## src/rtl/sys_cmd_ctrl_pkg.sv

```systemverilog
// Shared opcodes, operand addresses and FSM state encoding for the command sequencer.
package sys_cmd_ctrl_pkg;

  localparam logic [7:0] OP_WR      = 8'hAA;
  localparam logic [7:0] OP_RD      = 8'hBB;
  localparam logic [7:0] OP_ALU_OP  = 8'hCC;
  localparam logic [7:0] OP_ALU_NOP = 8'hDD;

  localparam logic [3:0] OPER_A_ADDR = 4'd0;
  localparam logic [3:0] OPER_B_ADDR = 4'd1;

  typedef enum logic [3:0] {
    IDLE       = 4'd0,
    WR_ADDR    = 4'd1,
    WR_DATA    = 4'd2,
    RD_ADDR    = 4'd3,
    RD_WAIT    = 4'd4,
    ALU_A      = 4'd5,
    ALU_B      = 4'd6,
    ALU_FUN    = 4'd7,
    ALU_WAIT   = 4'd8,
    TX_LOAD    = 4'd9,
    TX_WAIT_HI = 4'd10,
    TX_WAIT_LO = 4'd11
  } state_t;

endpackage

```

## src/rtl/sys_cmd_ctrl_if.sv

```systemverilog
// Bus bundle between the command sequencer (master) and the UART / register-file / ALU side (slave).
interface sys_cmd_ctrl_if #(
  parameter int DATA_WIDTH = 8,
  parameter int ADDR_WIDTH = 4,
  parameter int FUN_WIDTH  = 4
);
  logic [DATA_WIDTH-1:0]   RX_P_DATA;
  logic                    RX_D_VLD;
  logic [DATA_WIDTH-1:0]   RF_RD_DATA;
  logic                    RF_RD_VLD;
  logic [2*DATA_WIDTH-1:0] ALU_OUT;
  logic                    ALU_OUT_VLD;
  logic                    TX_BUSY;
  logic [ADDR_WIDTH-1:0]   RF_ADDR;
  logic                    RF_WR_EN;
  logic                    RF_RD_EN;
  logic [DATA_WIDTH-1:0]   RF_WR_DATA;
  logic                    ALU_EN;
  logic [FUN_WIDTH-1:0]    ALU_FUN;
  logic                    CLK_GATE_EN;
  logic [DATA_WIDTH-1:0]   TX_P_DATA;
  logic                    TX_D_VLD;
  logic                    CMD_ERR;

  modport master (
    input  RX_P_DATA, RX_D_VLD, RF_RD_DATA, RF_RD_VLD, ALU_OUT, ALU_OUT_VLD, TX_BUSY,
    output RF_ADDR, RF_WR_EN, RF_RD_EN, RF_WR_DATA, ALU_EN, ALU_FUN, CLK_GATE_EN,
           TX_P_DATA, TX_D_VLD, CMD_ERR
  );

  modport slave (
    output RX_P_DATA, RX_D_VLD, RF_RD_DATA, RF_RD_VLD, ALU_OUT, ALU_OUT_VLD, TX_BUSY,
    input  RF_ADDR, RF_WR_EN, RF_RD_EN, RF_WR_DATA, ALU_EN, ALU_FUN, CLK_GATE_EN,
           TX_P_DATA, TX_D_VLD, CMD_ERR
  );
endinterface

```

## src/rtl/sys_cmd_tx_seq.sv

```systemverilog
// Response transmitter: buffers a 1- or 2-byte response and paces it LSB first against TX_BUSY.
module sys_cmd_tx_seq
  import sys_cmd_ctrl_pkg::*;
#(
  parameter int DATA_WIDTH = 8
) (
  input  logic                    clk,
  input  logic                    rst,
  input  logic                    start,
  input  logic                    two_bytes,
  input  logic [2*DATA_WIDTH-1:0] resp,
  input  logic                    tx_busy,
  output logic [DATA_WIDTH-1:0]   tx_p_data,
  output logic                    tx_d_vld,
  output logic                    done
);

  state_t                  state;
  logic [2*DATA_WIDTH-1:0] resp_buf;
  logic                    more;

  // Byte handshake: load when idle line, then see busy rise and fall before the next byte.
  always_ff @(posedge clk or posedge rst) begin
    if (rst) begin
      state     <= IDLE;
      resp_buf  <= '0;
      more      <= 1'b0;
      tx_p_data <= '0;
      tx_d_vld  <= 1'b0;
      done      <= 1'b0;
    end else begin
      tx_d_vld <= 1'b0;
      done     <= 1'b0;
      case (state)
        IDLE: begin
          if (start) begin
            resp_buf <= resp;
            more     <= two_bytes;
            // Launch immediately when the line is free to keep the one-cycle response latency.
            if (!tx_busy) begin
              tx_p_data <= resp[DATA_WIDTH-1:0];
              tx_d_vld  <= 1'b1;
              state     <= TX_WAIT_HI;
            end else begin
              state <= TX_LOAD;
            end
          end
        end
        TX_LOAD: begin
          if (!tx_busy) begin
            tx_p_data <= resp_buf[DATA_WIDTH-1:0];
            tx_d_vld  <= 1'b1;
            state     <= TX_WAIT_HI;
          end
        end
        TX_WAIT_HI: begin
          if (tx_busy) begin
            state <= TX_WAIT_LO;
          end
        end
        TX_WAIT_LO: begin
          if (!tx_busy) begin
            if (more) begin
              resp_buf <= {{DATA_WIDTH{1'b0}}, resp_buf[2*DATA_WIDTH-1:DATA_WIDTH]};
              more     <= 1'b0;
              state    <= TX_LOAD;
            end else begin
              done  <= 1'b1;
              state <= IDLE;
            end
          end
        end
        default: state <= IDLE;
      endcase
    end
  end

endmodule

```

## src/rtl/sys_cmd_ctrl.sv

```systemverilog
// Command sequencer: decodes UART byte commands into register-file / ALU operations and responses.
// Optional inter-byte timeout is enabled with `define SYS_CMD_CTRL_TIMEOUT_EN.
module sys_cmd_ctrl
  import sys_cmd_ctrl_pkg::*;
#(
  parameter int DATA_WIDTH = 8,
  parameter int ADDR_WIDTH = 4,
  parameter int FUN_WIDTH  = 4
`ifdef SYS_CMD_CTRL_TIMEOUT_EN
  , parameter int TIMEOUT_CYCLES = 4096
`endif
) (
  input  logic                 CLK,
  input  logic                 RST,
  sys_cmd_ctrl_if.master       bus
);

  state_t                  state;
  logic [ADDR_WIDTH-1:0]   rf_addr;
  logic                    rf_wr_en;
  logic                    rf_rd_en;
  logic [DATA_WIDTH-1:0]   rf_wr_data;
  logic                    alu_en;
  logic [FUN_WIDTH-1:0]    alu_fun;
  logic                    clk_gate_en;
  logic                    cmd_err;
  logic                    tx_start;
  logic                    tx_two;
  logic [2*DATA_WIDTH-1:0] tx_resp;
  logic                    tx_done;
  logic [DATA_WIDTH-1:0]   tx_p_data;
  logic                    tx_d_vld;

  // Response capture; a valid pulse coinciding with its own request strobe is ignored.
  always_comb begin
    tx_start = 1'b0;
    tx_two   = 1'b0;
    tx_resp  = '0;
    if (state == RD_WAIT && bus.RF_RD_VLD && !rf_rd_en) begin
      tx_start = 1'b1;
      tx_resp  = {{DATA_WIDTH{1'b0}}, bus.RF_RD_DATA};
    end else if (state == ALU_WAIT && bus.ALU_OUT_VLD && !alu_en) begin
      tx_start = 1'b1;
      tx_two   = 1'b1;
      tx_resp  = bus.ALU_OUT;
    end else begin
      tx_start = 1'b0;
    end
  end

`ifdef SYS_CMD_CTRL_TIMEOUT_EN
  localparam int TMO_W = $clog2(TIMEOUT_CYCLES) + 1;
  logic [TMO_W-1:0] tmo_cnt;
  logic             in_cmd;
  logic             tmo_hit;

  assign in_cmd  = (state inside {WR_ADDR, WR_DATA, RD_ADDR, ALU_A, ALU_B, ALU_FUN});
  assign tmo_hit = in_cmd && !bus.RX_D_VLD && (tmo_cnt == TMO_W'(TIMEOUT_CYCLES - 1));

  // Inter-byte idle counter, cleared by every received byte and outside byte-collecting states.
  always_ff @(posedge CLK or posedge RST) begin
    if (RST) begin
      tmo_cnt <= '0;
    end else if (in_cmd && !bus.RX_D_VLD) begin
      tmo_cnt <= tmo_cnt + TMO_W'(1);
    end else begin
      tmo_cnt <= '0;
    end
  end
`endif

  // Main command FSM with registered strobes and operand/address holding registers.
  always_ff @(posedge CLK or posedge RST) begin
    if (RST) begin
      state       <= IDLE;
      rf_addr     <= '0;
      rf_wr_en    <= 1'b0;
      rf_rd_en    <= 1'b0;
      rf_wr_data  <= '0;
      alu_en      <= 1'b0;
      alu_fun     <= '0;
      clk_gate_en <= 1'b0;
      cmd_err     <= 1'b0;
    end else begin
      rf_wr_en <= 1'b0;
      rf_rd_en <= 1'b0;
      alu_en   <= 1'b0;
      cmd_err  <= 1'b0;
      case (state)
        IDLE: begin
          if (bus.RX_D_VLD) begin
            case (bus.RX_P_DATA)
              OP_WR:      state <= WR_ADDR;
              OP_RD:      state <= RD_ADDR;
              OP_ALU_OP: begin
                state       <= ALU_A;
                clk_gate_en <= 1'b1;
              end
              OP_ALU_NOP: begin
                state       <= ALU_FUN;
                clk_gate_en <= 1'b1;
              end
              default:    cmd_err <= 1'b1;
            endcase
          end
        end
        WR_ADDR: if (bus.RX_D_VLD) begin
          rf_addr <= bus.RX_P_DATA[ADDR_WIDTH-1:0];
          state   <= WR_DATA;
        end
        WR_DATA: if (bus.RX_D_VLD) begin
          rf_wr_data <= bus.RX_P_DATA;
          rf_wr_en   <= 1'b1;
          state      <= IDLE;
        end
        RD_ADDR: if (bus.RX_D_VLD) begin
          rf_addr  <= bus.RX_P_DATA[ADDR_WIDTH-1:0];
          rf_rd_en <= 1'b1;
          state    <= RD_WAIT;
        end
        RD_WAIT: if (tx_start) state <= TX_LOAD;
        ALU_A: if (bus.RX_D_VLD) begin
          rf_addr    <= ADDR_WIDTH'(OPER_A_ADDR);
          rf_wr_data <= bus.RX_P_DATA;
          rf_wr_en   <= 1'b1;
          state      <= ALU_B;
        end
        ALU_B: if (bus.RX_D_VLD) begin
          rf_addr    <= ADDR_WIDTH'(OPER_B_ADDR);
          rf_wr_data <= bus.RX_P_DATA;
          rf_wr_en   <= 1'b1;
          state      <= ALU_FUN;
        end
        ALU_FUN: if (bus.RX_D_VLD) begin
          alu_fun <= bus.RX_P_DATA[FUN_WIDTH-1:0];
          alu_en  <= 1'b1;
          state   <= ALU_WAIT;
        end
        ALU_WAIT: if (tx_start) begin
          clk_gate_en <= 1'b0;
          state       <= TX_LOAD;
        end
        // The byte pacing itself lives in the tx sequencer; here we only wait for it to finish.
        TX_LOAD: if (tx_done) state <= IDLE;
        default: state <= IDLE;
      endcase
`ifdef SYS_CMD_CTRL_TIMEOUT_EN
      if (tmo_hit) begin
        cmd_err     <= 1'b1;
        clk_gate_en <= 1'b0;
        state       <= IDLE;
      end
`endif
    end
  end

  sys_cmd_tx_seq #(.DATA_WIDTH(DATA_WIDTH)) u_tx_seq (
    .clk       (CLK),
    .rst       (RST),
    .start     (tx_start),
    .two_bytes (tx_two),
    .resp      (tx_resp),
    .tx_busy   (bus.TX_BUSY),
    .tx_p_data (tx_p_data),
    .tx_d_vld  (tx_d_vld),
    .done      (tx_done)
  );

  assign bus.RF_ADDR     = rf_addr;
  assign bus.RF_WR_EN    = rf_wr_en;
  assign bus.RF_RD_EN    = rf_rd_en;
  assign bus.RF_WR_DATA  = rf_wr_data;
  assign bus.ALU_EN      = alu_en;
  assign bus.ALU_FUN     = alu_fun;
  assign bus.CLK_GATE_EN = clk_gate_en;
  assign bus.CMD_ERR     = cmd_err;
  assign bus.TX_P_DATA   = tx_p_data;
  assign bus.TX_D_VLD    = tx_d_vld;

endmodule
```

## src/flat_wrapper.sv

```systemverilog
// flat-port wrapper written by rule: the top's interface ports become plain ports
module sys_cmd_ctrl_flat import sys_cmd_ctrl_pkg::*;
#(
  parameter int DATA_WIDTH = 8,
  parameter int ADDR_WIDTH = 4,
  parameter int FUN_WIDTH  = 4

)
  (CLK, RST, bus_RX_P_DATA, bus_RX_D_VLD, bus_RF_RD_DATA, bus_RF_RD_VLD, bus_ALU_OUT, bus_ALU_OUT_VLD, bus_TX_BUSY, bus_RF_ADDR, bus_RF_WR_EN, bus_RF_RD_EN, bus_RF_WR_DATA, bus_ALU_EN, bus_ALU_FUN, bus_CLK_GATE_EN, bus_TX_P_DATA, bus_TX_D_VLD, bus_CMD_ERR);
  sys_cmd_ctrl_if #(.DATA_WIDTH(DATA_WIDTH), .ADDR_WIDTH(ADDR_WIDTH), .FUN_WIDTH(FUN_WIDTH)) bus_i ();
  input  logic CLK;
  input  logic RST;
  input wire logic [$bits(bus_i.RX_P_DATA)-1:0] bus_RX_P_DATA;
  input wire logic [$bits(bus_i.RX_D_VLD)-1:0] bus_RX_D_VLD;
  input wire logic [$bits(bus_i.RF_RD_DATA)-1:0] bus_RF_RD_DATA;
  input wire logic [$bits(bus_i.RF_RD_VLD)-1:0] bus_RF_RD_VLD;
  input wire logic [$bits(bus_i.ALU_OUT)-1:0] bus_ALU_OUT;
  input wire logic [$bits(bus_i.ALU_OUT_VLD)-1:0] bus_ALU_OUT_VLD;
  input wire logic [$bits(bus_i.TX_BUSY)-1:0] bus_TX_BUSY;
  output wire logic [$bits(bus_i.RF_ADDR)-1:0] bus_RF_ADDR;
  output wire logic [$bits(bus_i.RF_WR_EN)-1:0] bus_RF_WR_EN;
  output wire logic [$bits(bus_i.RF_RD_EN)-1:0] bus_RF_RD_EN;
  output wire logic [$bits(bus_i.RF_WR_DATA)-1:0] bus_RF_WR_DATA;
  output wire logic [$bits(bus_i.ALU_EN)-1:0] bus_ALU_EN;
  output wire logic [$bits(bus_i.ALU_FUN)-1:0] bus_ALU_FUN;
  output wire logic [$bits(bus_i.CLK_GATE_EN)-1:0] bus_CLK_GATE_EN;
  output wire logic [$bits(bus_i.TX_P_DATA)-1:0] bus_TX_P_DATA;
  output wire logic [$bits(bus_i.TX_D_VLD)-1:0] bus_TX_D_VLD;
  output wire logic [$bits(bus_i.CMD_ERR)-1:0] bus_CMD_ERR;
  assign bus_i.RX_P_DATA = bus_RX_P_DATA;
  assign bus_i.RX_D_VLD = bus_RX_D_VLD;
  assign bus_i.RF_RD_DATA = bus_RF_RD_DATA;
  assign bus_i.RF_RD_VLD = bus_RF_RD_VLD;
  assign bus_i.ALU_OUT = bus_ALU_OUT;
  assign bus_i.ALU_OUT_VLD = bus_ALU_OUT_VLD;
  assign bus_i.TX_BUSY = bus_TX_BUSY;
  assign bus_RF_ADDR = bus_i.RF_ADDR;
  assign bus_RF_WR_EN = bus_i.RF_WR_EN;
  assign bus_RF_RD_EN = bus_i.RF_RD_EN;
  assign bus_RF_WR_DATA = bus_i.RF_WR_DATA;
  assign bus_ALU_EN = bus_i.ALU_EN;
  assign bus_ALU_FUN = bus_i.ALU_FUN;
  assign bus_CLK_GATE_EN = bus_i.CLK_GATE_EN;
  assign bus_TX_P_DATA = bus_i.TX_P_DATA;
  assign bus_TX_D_VLD = bus_i.TX_D_VLD;
  assign bus_CMD_ERR = bus_i.CMD_ERR;
  sys_cmd_ctrl #(.DATA_WIDTH(DATA_WIDTH), .ADDR_WIDTH(ADDR_WIDTH), .FUN_WIDTH(FUN_WIDTH)) u_core (.CLK(CLK), .RST(RST), .bus(bus_i));
endmodule
```

## config.mk

```make
export PLATFORM = sky130hd
export DESIGN_NAME = sys_cmd_ctrl_flat
export DESIGN_NICKNAME = d
export VERILOG_FILES = /design/src/rtl/sys_cmd_ctrl_pkg.sv /design/src/rtl/sys_cmd_ctrl_if.sv /design/src/rtl/sys_cmd_tx_seq.sv /design/src/rtl/sys_cmd_ctrl.sv /design/src/flat_wrapper.sv
export SDC_FILE = /design/constraint.sdc
export NUM_CORES = 1
export LEC_CHECK = 0
export CORE_UTILIZATION = 40
export DETAILED_ROUTE_END_ITERATION = 8
export HOLD_SLACK_MARGIN = 0.06
export PLACE_DENSITY = 0.67
export SLEW_MARGIN = 20
export SYNTH_ARGS = -nofsm -noshare
export SYNTH_HDL_FRONTEND = slang
export SYNTH_HIERARCHICAL = 1
export SYNTH_SLANG_ARGS = --single-unit
```

## constraint.sdc

```tcl
create_clock -name CLK -period 3.5 [get_ports CLK]
set_input_delay 0.35 -clock CLK [delete_from_list [all_inputs] [get_ports CLK]]
set_output_delay 0.35 -clock CLK [all_outputs]
set_load 0.01 [all_outputs]
```

* Word level (Yosys, flattened, before mapping)
Index checks and enable logic that the tools add are counted.
** Storage, ports and cells
- Register bits :: 56
- Bits of input ports :: 38
- Output and inout port bits :: 30
- Word-level logic and storage cells :: 130
** Operators by class
- Equality and inequality tests :: 35
- Muxes and demuxes :: 54
- Reduce and logical (&&, ||, !) cells :: 26
** Operator list (count)
- $mux W16 :: 5
- $mux W4 :: 16
- $pmux W4 S9 :: 1
- $eq A8 B8 Y1 const B :: 4
- $pmux W16 S2 :: 1
- $pmux W4 S4 :: 2
- $ne A2 B2 Y1 const B :: 14
- $mux W8 :: 3
- $eq A4 B4 Y1 const B :: 5
- $mux W1 :: 20
- $reduce_and A4 Y1 :: 5
- $eq A4 B3 Y1 const B :: 4
- $pmux W8 S2 :: 1
- $pmux W4 S3 :: 1
- $reduce_and A10 Y1 :: 1
- $eq A4 B2 Y1 const B :: 2
- $logic_not A4 Y1 :: 2
- $ne A2 B1 Y1 const B :: 4
- $pmux W1 S2 :: 3
- $reduce_bool A2 Y1 :: 3
- $reduce_or A2 Y1 :: 3
- $ne A5 B5 Y1 const B :: 1
- $eq A4 B1 Y1 const B :: 1
- $logic_and A1 B1 Y1 :: 4
- 7 further kinds :: 9

* Depth between registers and ports, before layout
Gate-level depths: netlist of run 1.
- Word-level depth :: 8
- Gate-level depth with buffers :: 8
- Mapped depth without buffers :: 7

* Modules after synthesis
Netlist of run 1, hierarchy kept.
** Modules (own cells, without submodules)
- sys_cmd_tx_seq :: times used 1, cells each 118, area an instance 1456.4 sq um, sequential area each 750.7 sq um
- sys_cmd_ctrl :: times used 1, cells each 130, area an instance 1363.8 sq um, sequential area each 625.6 sq um

* Worst setup path after synthesis of run 1
No wires, ideal clock.
- Path type :: reg-to-reg
- Start :: reg u_core.state[3]
- End :: reg u_core.u_tx_seq.tx_p_data[0]
- Setup time :: 125 ps
- Arrival :: 2456 ps
- Required time :: 3375 ps
- Setup slack :: 919 ps
- Stages on the path, launching flop included :: 8
- Buffers on the path :: 1
- Period minus slack after synthesis :: 2581 ps
- Cells stage by stage :: dfrtp_1 > nor4b_2 > nor2b_1 > clkbuf_1 > or2_2 > or3b_4 > a211oi_4 > mux2_2
** On the way
- Elaborated cells between the ends (all ways) :: 15
- Classes of those cells :: 3 x eq/ne; 7 x mux; 5 x reduce/logical
** RTL lines
- from (decl) :: line sys_cmd_ctrl.sv:18 : state_t state;
- from (signal assigned) :: line sys_cmd_ctrl.sv:75 : state <= IDLE;
- from (signal assigned) :: line sys_cmd_ctrl.sv:93 : OP_WR: state <= WR_ADDR;
- from (signal assigned) :: line sys_cmd_ctrl.sv:94 : OP_RD: state <= RD_ADDR;
- $eq A4 B4 Y1 :: line sys_cmd_ctrl.sv:42 : end else if (state == ALU_WAIT && bus.ALU_OUT_VLD && !alu_en) begin
- $logic_and A1 B1 Y1 (2 in series) :: line sys_cmd_ctrl.sv:42
- $mux W1 :: line sys_cmd_ctrl.sv:42
- $mux W1 * :: line sys_cmd_ctrl.sv:39 : if (state == RD_WAIT && bus.RF_RD_VLD && !rf_rd_en) begin
- named net u_core.tx_start :: line sys_cmd_ctrl.sv:27 : logic tx_start;
- $ne A2 B1 Y1 (no source line) *
- $reduce_and A4 Y1 (no source line) *
- to (signal assigned) :: line sys_cmd_tx_seq.sv:41 : tx_p_data <= resp[DATA_WIDTH-1:0];
- to (signal assigned) :: line sys_cmd_tx_seq.sv:51 : tx_p_data <= resp_buf[DATA_WIDTH-1:0];
- to (decl) :: line sys_cmd_tx_seq.sv:13 : output logic [DATA_WIDTH-1:0] tx_p_data,
The timed path passes the listed nets; every way through them passes the cells marked *. The select of a mux whose other input is x is not followed.
A chain may end at the register's enable or synchronous reset.

* Final worst setup path of run 1
- Start :: reg u_core.state[3]
- End :: reg u_core.u_tx_seq.tx_p_data[5]
Same word-level chain as after synthesis.

==> results of run 1 <==
## final cells by class
cell class                 instances  area (sq um)
timing repair buffer              71           701
fill                             623          3110
multi-input combinational        167          1320
clock buffer                       5          68.8
sequential                        55          1380
tap                               96           120
clock inverter                     3          47.5
inverter                          13          48.8
## worst paths after layout
path	startpoint	end	cells past startpoint
worst max-delay path	u_core/state[3]	u_core/u_tx_seq/tx_p_data[5]	7
worst min-delay path	RST	u_core/u_tx_seq/tx_p_data[0]	2
worst max register to register	u_core/state[3]	u_core/u_tx_seq/tx_p_data[5]	7
worst min register to register	u_core/bus.RF_ADDR[3]	u_core/bus.RF_ADDR[3]	2
max in group asynchronous	RST	u_core/state[2]	2
min in group CLK	u_core/bus.RF_ADDR[3]	u_core/bus.RF_ADDR[3]	2
## cells by family (layout without fill, tap and decap cells)
| kind of cell | Yosys count | in the layout | synth area share, % |
|---|---|---|---|
| AO/OA/AOI/OAI | 52 | 52 | 13.4 |
| XOR/XNOR | 4 | 4 | 1.24 |
| buffers and inverters | 26 | 92 | 4.48 |
| flip-flops | 55 | 55 | 48.8 |
| multiplexers | 45 | 45 | 17.9 |
| AND/OR/NAND/NOR | 66 | 66 | 14.1 |
## layer usage
metal  wire [um]  track usage (%)
met1        3030             25.5
met3         163             3.08
met4          93             5.61
met2        2850             26.1
met5           0                0
## synthesized netlist by cell type, types with 3 or more instances
master     n
and2_1     9
o41ai_1    3
xnor2_1    3
buf_2      5
o31ai_1    3
inv_1     13
o21ai_0   19
nand2_1   14
mux2_2    44
clkbuf_1   3
a22o_1    11
nand3_1    9
nand4_1    3
nand2b_1   5
nor2_1     7
dfrtp_1   55
o21ai_1    3
## flip-flops by register name, summed over array words and instances, names as in the netlist
signal                     cells
u_core/u_tx_seq/done           1
u_core/bus.ALU_FUN             4
u_core/bus.CMD_ERR             1
u_core/bus.RF_ADDR             4
u_core/u_tx_seq/tx_p_data      8
u_core/bus.RF_WR_EN            1
u_core/u_tx_seq/resp_buf      16
u_core/u_tx_seq/tx_d_vld       1
u_core/bus.RF_WR_DATA          8
u_core/bus.RF_RD_EN            1
u_core/u_tx_seq/more           1
u_core/bus.CLK_GATE_EN         1
u_core/bus.ALU_EN              1
u_core/u_tx_seq/state          3
u_core/state                   4
## power by group
group | switching (mW) | leakage, nW | internal (mW) | total [mW]
sequential | 0.139 | 0.742 | 0.800 | 0.939
clock | 0.219 | 0.0587 | 0.217 | 0.436
combinational | 0.280 | 0.806 | 0.372 | 0.652
## worst reg2reg max path, cell delays in order (launching register included)
cell and delay [ps]:
dfrtp_1 540, nor4b_2 380, nor2b_1 170, buf_4 180
or2_2 170, or3b_4 390, a211oi_4 540, mux2_2 400
## stage by stage
step | hold slack (ps) | instance area [sq um] | util, % | std cells | setup WS [ps]
detailed placement | 472 | 3560 | 52.4 | 402 | 635
finish | 458 | 3680 | 54.2 | 410 | 622
floorplan | 377 | 2820 | - | 248 | 919
CTS | 478 | 3680 | 54.2 | 410 | 621
global placement | 464 | 3560 | 52.4 | 402 | 674
global route | 519 | 3680 | 54.2 | 410 | 445
==> impl_metrics.env, run 1 <==
export IMPL_antenna_found_initial=0
export IMPL_layout_cells_most_common="clkdlybuf4s50_1"
export IMPL_cpLargestDelayFamily="simple AND/OR/NAND/NOR gates"
export IMPL_drt_total_wl_mm=6.13
export IMPL_synth_edf_count=0
export IMPL_dr_first_iter_drc_count=121
export IMPL_area_growth_pct=30.5
export IMPL_ys_ff_latch=55
export IMPL_antenna_left=0
export IMPL_end_kind="flip-flop"
export IMPL_core_sq_um=6790
export IMPL_track_usage_pct=17.4
export IMPL_status="finished, final reports clean"
export IMPL_period_minus_slack_ps=2880
export IMPL_avgSynthCellArea_sq_um=11.4
export IMPL_synth_top_cell_area_share_pct=48.8
export IMPL_post_cts_resized=0
export IMPL_via_per_inst=5.12
export IMPL_grt_pass1_vias=1980
export IMPL_syn_nets=286
export IMPL_cts_max_level=2
export IMPL_fin_nets=351
export IMPL_hold_violations=0
export IMPL_synth_distinct_cells=49
export IMPL_rsz0062_at_grt="false"
export IMPL_required_ps=3700
export IMPL_die_area_sq_um=7390
export IMPL_wire_per_inst_um=15.0
export IMPL_synth_top_area_cell="dfrtp_1"
export IMPL_tritoncts="built"
export IMPL_setup_tns_final_ps=0
export IMPL_maxSlewViolCount=0
export IMPL_start_util_pct=41.5
export IMPL_ctsLongestPathBuffers=2
export IMPL_drive_gt1_share_pct=21.3
export IMPL_max_slew_margin_rel_pct=36.0
export IMPL_synth_area_leaders="dfrtp_1 (49%), mux2_2 (18%), a22o_1 (3.4%)"
export IMPL_drv_cap=0
export IMPL_post_cts_buffers=0
export IMPL_leakage_nw=1.61
export IMPL_setup_violations=0
export IMPL_power_mw=2.03
export IMPL_ys_warn_count=6
export IMPL_period_share_pct=82.2
export IMPL_async_flop_share_pct=100
export IMPL_gp_congestion=0.782
export IMPL_grt_max_degree=31
export IMPL_portBuffers=67
export IMPL_r2r_slack_ps=620
export IMPL_arrival_ps=3080
export IMPL_path_clk_slew_ps=110
export IMPL_max_slew_worst_pin_slew_ps=959
export IMPL_ir_drop_mv=0.247
export IMPL_clk_root_buffer_cell="clkbuf_8"
export IMPL_syn_inst=248
export IMPL_die_w_um=86.0
export IMPL_seq_area_frac_synth_pct=48.8
export IMPL_holdBufCountCts=0
export IMPL_dr_total_vias=2101
export IMPL_final_cell_mix="clkdlybuf4s50_1 (67), dfrtp_1 (55), mux2_2 (44)"
export IMPL_dp_hpwl_mm=4.41
export IMPL_drc_errors=0
export IMPL_power_density_nw_per_um2=551
export IMPL_grt_ovfl_total=0
export IMPL_crit_chain="nor4b_2 -> nor2b_1 -> buf_4 -> or2_2 -> or3b_4 -> a211oi_4 -> mux2_2"
export IMPL_cp_start_kind="flip-flop"
export IMPL_die_h_um=86.0
export IMPL_diodes=0
export IMPL_crit_type="reg -> reg"
export IMPL_clkLatencyLatePin_ps=310
export IMPL_fmax_mhz=347
export IMPL_synthFlopType="dfrtp_1"
export IMPL_ios=68
export IMPL_clkSinkCount=55
export IMPL_cp_max_fo=14
export IMPL_drt_pass1_iter_count=4
export IMPL_syn_area_sq_um=2820
export IMPL_crit_buf_inv=1
export IMPL_finClkSkew_ps=9.61
export IMPL_hold_class="in -> async"
export IMPL_max_stage_delay_ps=540
export IMPL_rows=30
export IMPL_grt_pass1_wl_mm=10.1
export IMPL_cpMaxStageDelayCell="dfrtp_1"
export IMPL_cts_buffers=5
Note: power is estimated with default switching activity, not from simulation.
==> inputs of run 2 (changes only) <==
==> constraint.sdc (replaced) <==
create_clock -name CLK -period 3 [get_ports CLK]
set_input_delay 0.3 -clock CLK [delete_from_list [all_inputs] [get_ports CLK]]
set_output_delay 0.3 -clock CLK [all_outputs]
set_load 0.01 [all_outputs]
==> impl_metrics.env, run 2 (synthesis results as in run 1) <==
export IMPL_power_density_nw_per_um2=660
export IMPL_post_cts_resized=0
export IMPL_diodes=0
export IMPL_period_minus_slack_ps=2600
export IMPL_fmax_mhz=384
export IMPL_dp_slack_ps=388
export IMPL_max_slew_worst_pin_slew_ps=929
export IMPL_gp_congestion=0.794
export IMPL_drive_gt1_share_pct=22.5
export IMPL_max_slew_margin_rel_pct=37.7
export IMPL_clk_root_buffer_cell="clkbuf_8"
export IMPL_post_cts_buffers=0
export IMPL_cts_max_level=2
export IMPL_dr_total_vias=2097
export IMPL_core_sq_um=6790
export IMPL_hold_ws_ps=393
export IMPL_maxSlewViolCount=0
export IMPL_dp_cells=408
export IMPL_finClkSkew_ps=5.11
export IMPL_end_kind="flip-flop"
export IMPL_post_route_cell_area_sq_um=3740
export IMPL_grt_max_degree=31
export IMPL_status="finished, final reports clean"
export IMPL_holdBufCountCts=0
export IMPL_largest_register="u_core/u_tx_seq/resp_buf"
export IMPL_via_per_inst=5.04
export IMPL_dp_hpwl_mm=4.44
export IMPL_cp_max_fo=9
export IMPL_setup_violations=0
export IMPL_track_usage_pct=17.3
export IMPL_crit_type="reg -> reg"
export IMPL_period_share_pct=86.8
export IMPL_ir_drop_mv=0.246
export IMPL_grt_pass1_wl_mm=10.1
export IMPL_leakage_nw=1.64
export IMPL_wire_per_inst_um=14.6
export IMPL_portBuffers=67
export IMPL_ios=68
export IMPL_rsz0062_at_grt="false"
export IMPL_die_area_sq_um=7390
export IMPL_layout_cells_most_common="clkdlybuf4s50_1"
export IMPL_dr_first_iter_drc_count=147
export IMPL_arrival_ps=2810
export IMPL_rows=30
export IMPL_ctsLongestPathBuffers=2
export IMPL_largest_reg_flops=16
export IMPL_max_stage_delay_ps=520
export IMPL_placed_cell_area_sq_um=3610
export IMPL_die_w_um=86.0
export IMPL_grt_ovfl_total=0
export IMPL_power_mw=2.47
export IMPL_hold_violations=0
export IMPL_drv_cap=0
export IMPL_fin_nets=357
export IMPL_cp_start_kind="flip-flop"
export IMPL_cts_buffers=5
export IMPL_crit_chain="nor4b_2 -> nor2b_1 -> or2_2 -> or3b_4 -> a211oi_4 -> mux2_2"
export IMPL_drt_total_wl_mm=6.09
export IMPL_post_route_util_pct=55.1
export IMPL_die_h_um=86.0
export IMPL_final_cells=416
export IMPL_required_ps=3200
export IMPL_grt_pass1_vias=2004
export IMPL_final_cell_mix="clkdlybuf4s50_1 (67), dfrtp_1 (55), mux2_2 (44)"
export IMPL_drc_errors=0
export IMPL_post_route_worst_setup_slack_ps=397
export IMPL_antenna_found_initial=0
export IMPL_start_util_pct=41.5
export IMPL_tritoncts="built"
export IMPL_setup_tns_final_ps=0
export IMPL_antenna_left=0
export IMPL_clkSinkCount=55
export IMPL_path_clk_slew_ps=100
export IMPL_drt_pass1_iter_count=4
export IMPL_cpMaxStageDelayCell="a211oi_4"
export IMPL_area_growth_pct=32.8
export IMPL_hold_class="in -> async"
export IMPL_clkLatencyLatePin_ps=310
run 2: report_power, final:
group / leakage [nW] / switching, mW / internal, mW
clock: 0.0644 / 0.247 / 0.333
sequential: 0.742 / 0.127 / 0.934
combinational: 0.834 / 0.368 / 0.463
run 2: worst paths after layout:
path | endpoint | depth (start not counted) | slack [ps] | start
setup reg to reg | u_core/u_tx_seq/tx_p_data[1] | 6 | 400 | u_core/state[0]
hold reg to reg | u_core/bus.RF_ADDR[0] | 2 | 490 | u_core/bus.RF_ADDR[0]
hold / removal | u_core/u_tx_seq/state[1] | 3 | 390 | RST
max in group asynchronous | u_core/bus.ALU_FUN[2] | 2 | 2160 | RST
min in group CLK | u_core/bus.RF_ADDR[0] | 2 | 490 | u_core/bus.RF_ADDR[0]
setup / recovery | u_core/u_tx_seq/tx_p_data[1] | 6 | 400 | u_core/state[0]
run 2: cell type report:
type,count,area (sq um)
multi-input combinational,167,1320
timing repair buffer,77,746
clock inverter,3,67.6
sequential,55,1380
tap,96,120
fill,589,3050
inverter,13,48.8
clock buffer,5,68.8
run 2: worst max-delay path: cells and delay by family (launching register included):
family | cells | cell delay, ps
flops | 1 | 500
compound gates | 1 | 520
simple gates | 4 | 1080
mux | 1 | 400
run 2: metal layers:
| metal | part of all wire (%) | global-route usage, % |
|---|---|---|
| met1 | 50 | 25.2 |
| met2 | 46 | 26.3 |
| met3 | 2.3 | 2.98 |
| met4 | 1.2 | 5.61 |
| met5 | 0 | 0 |
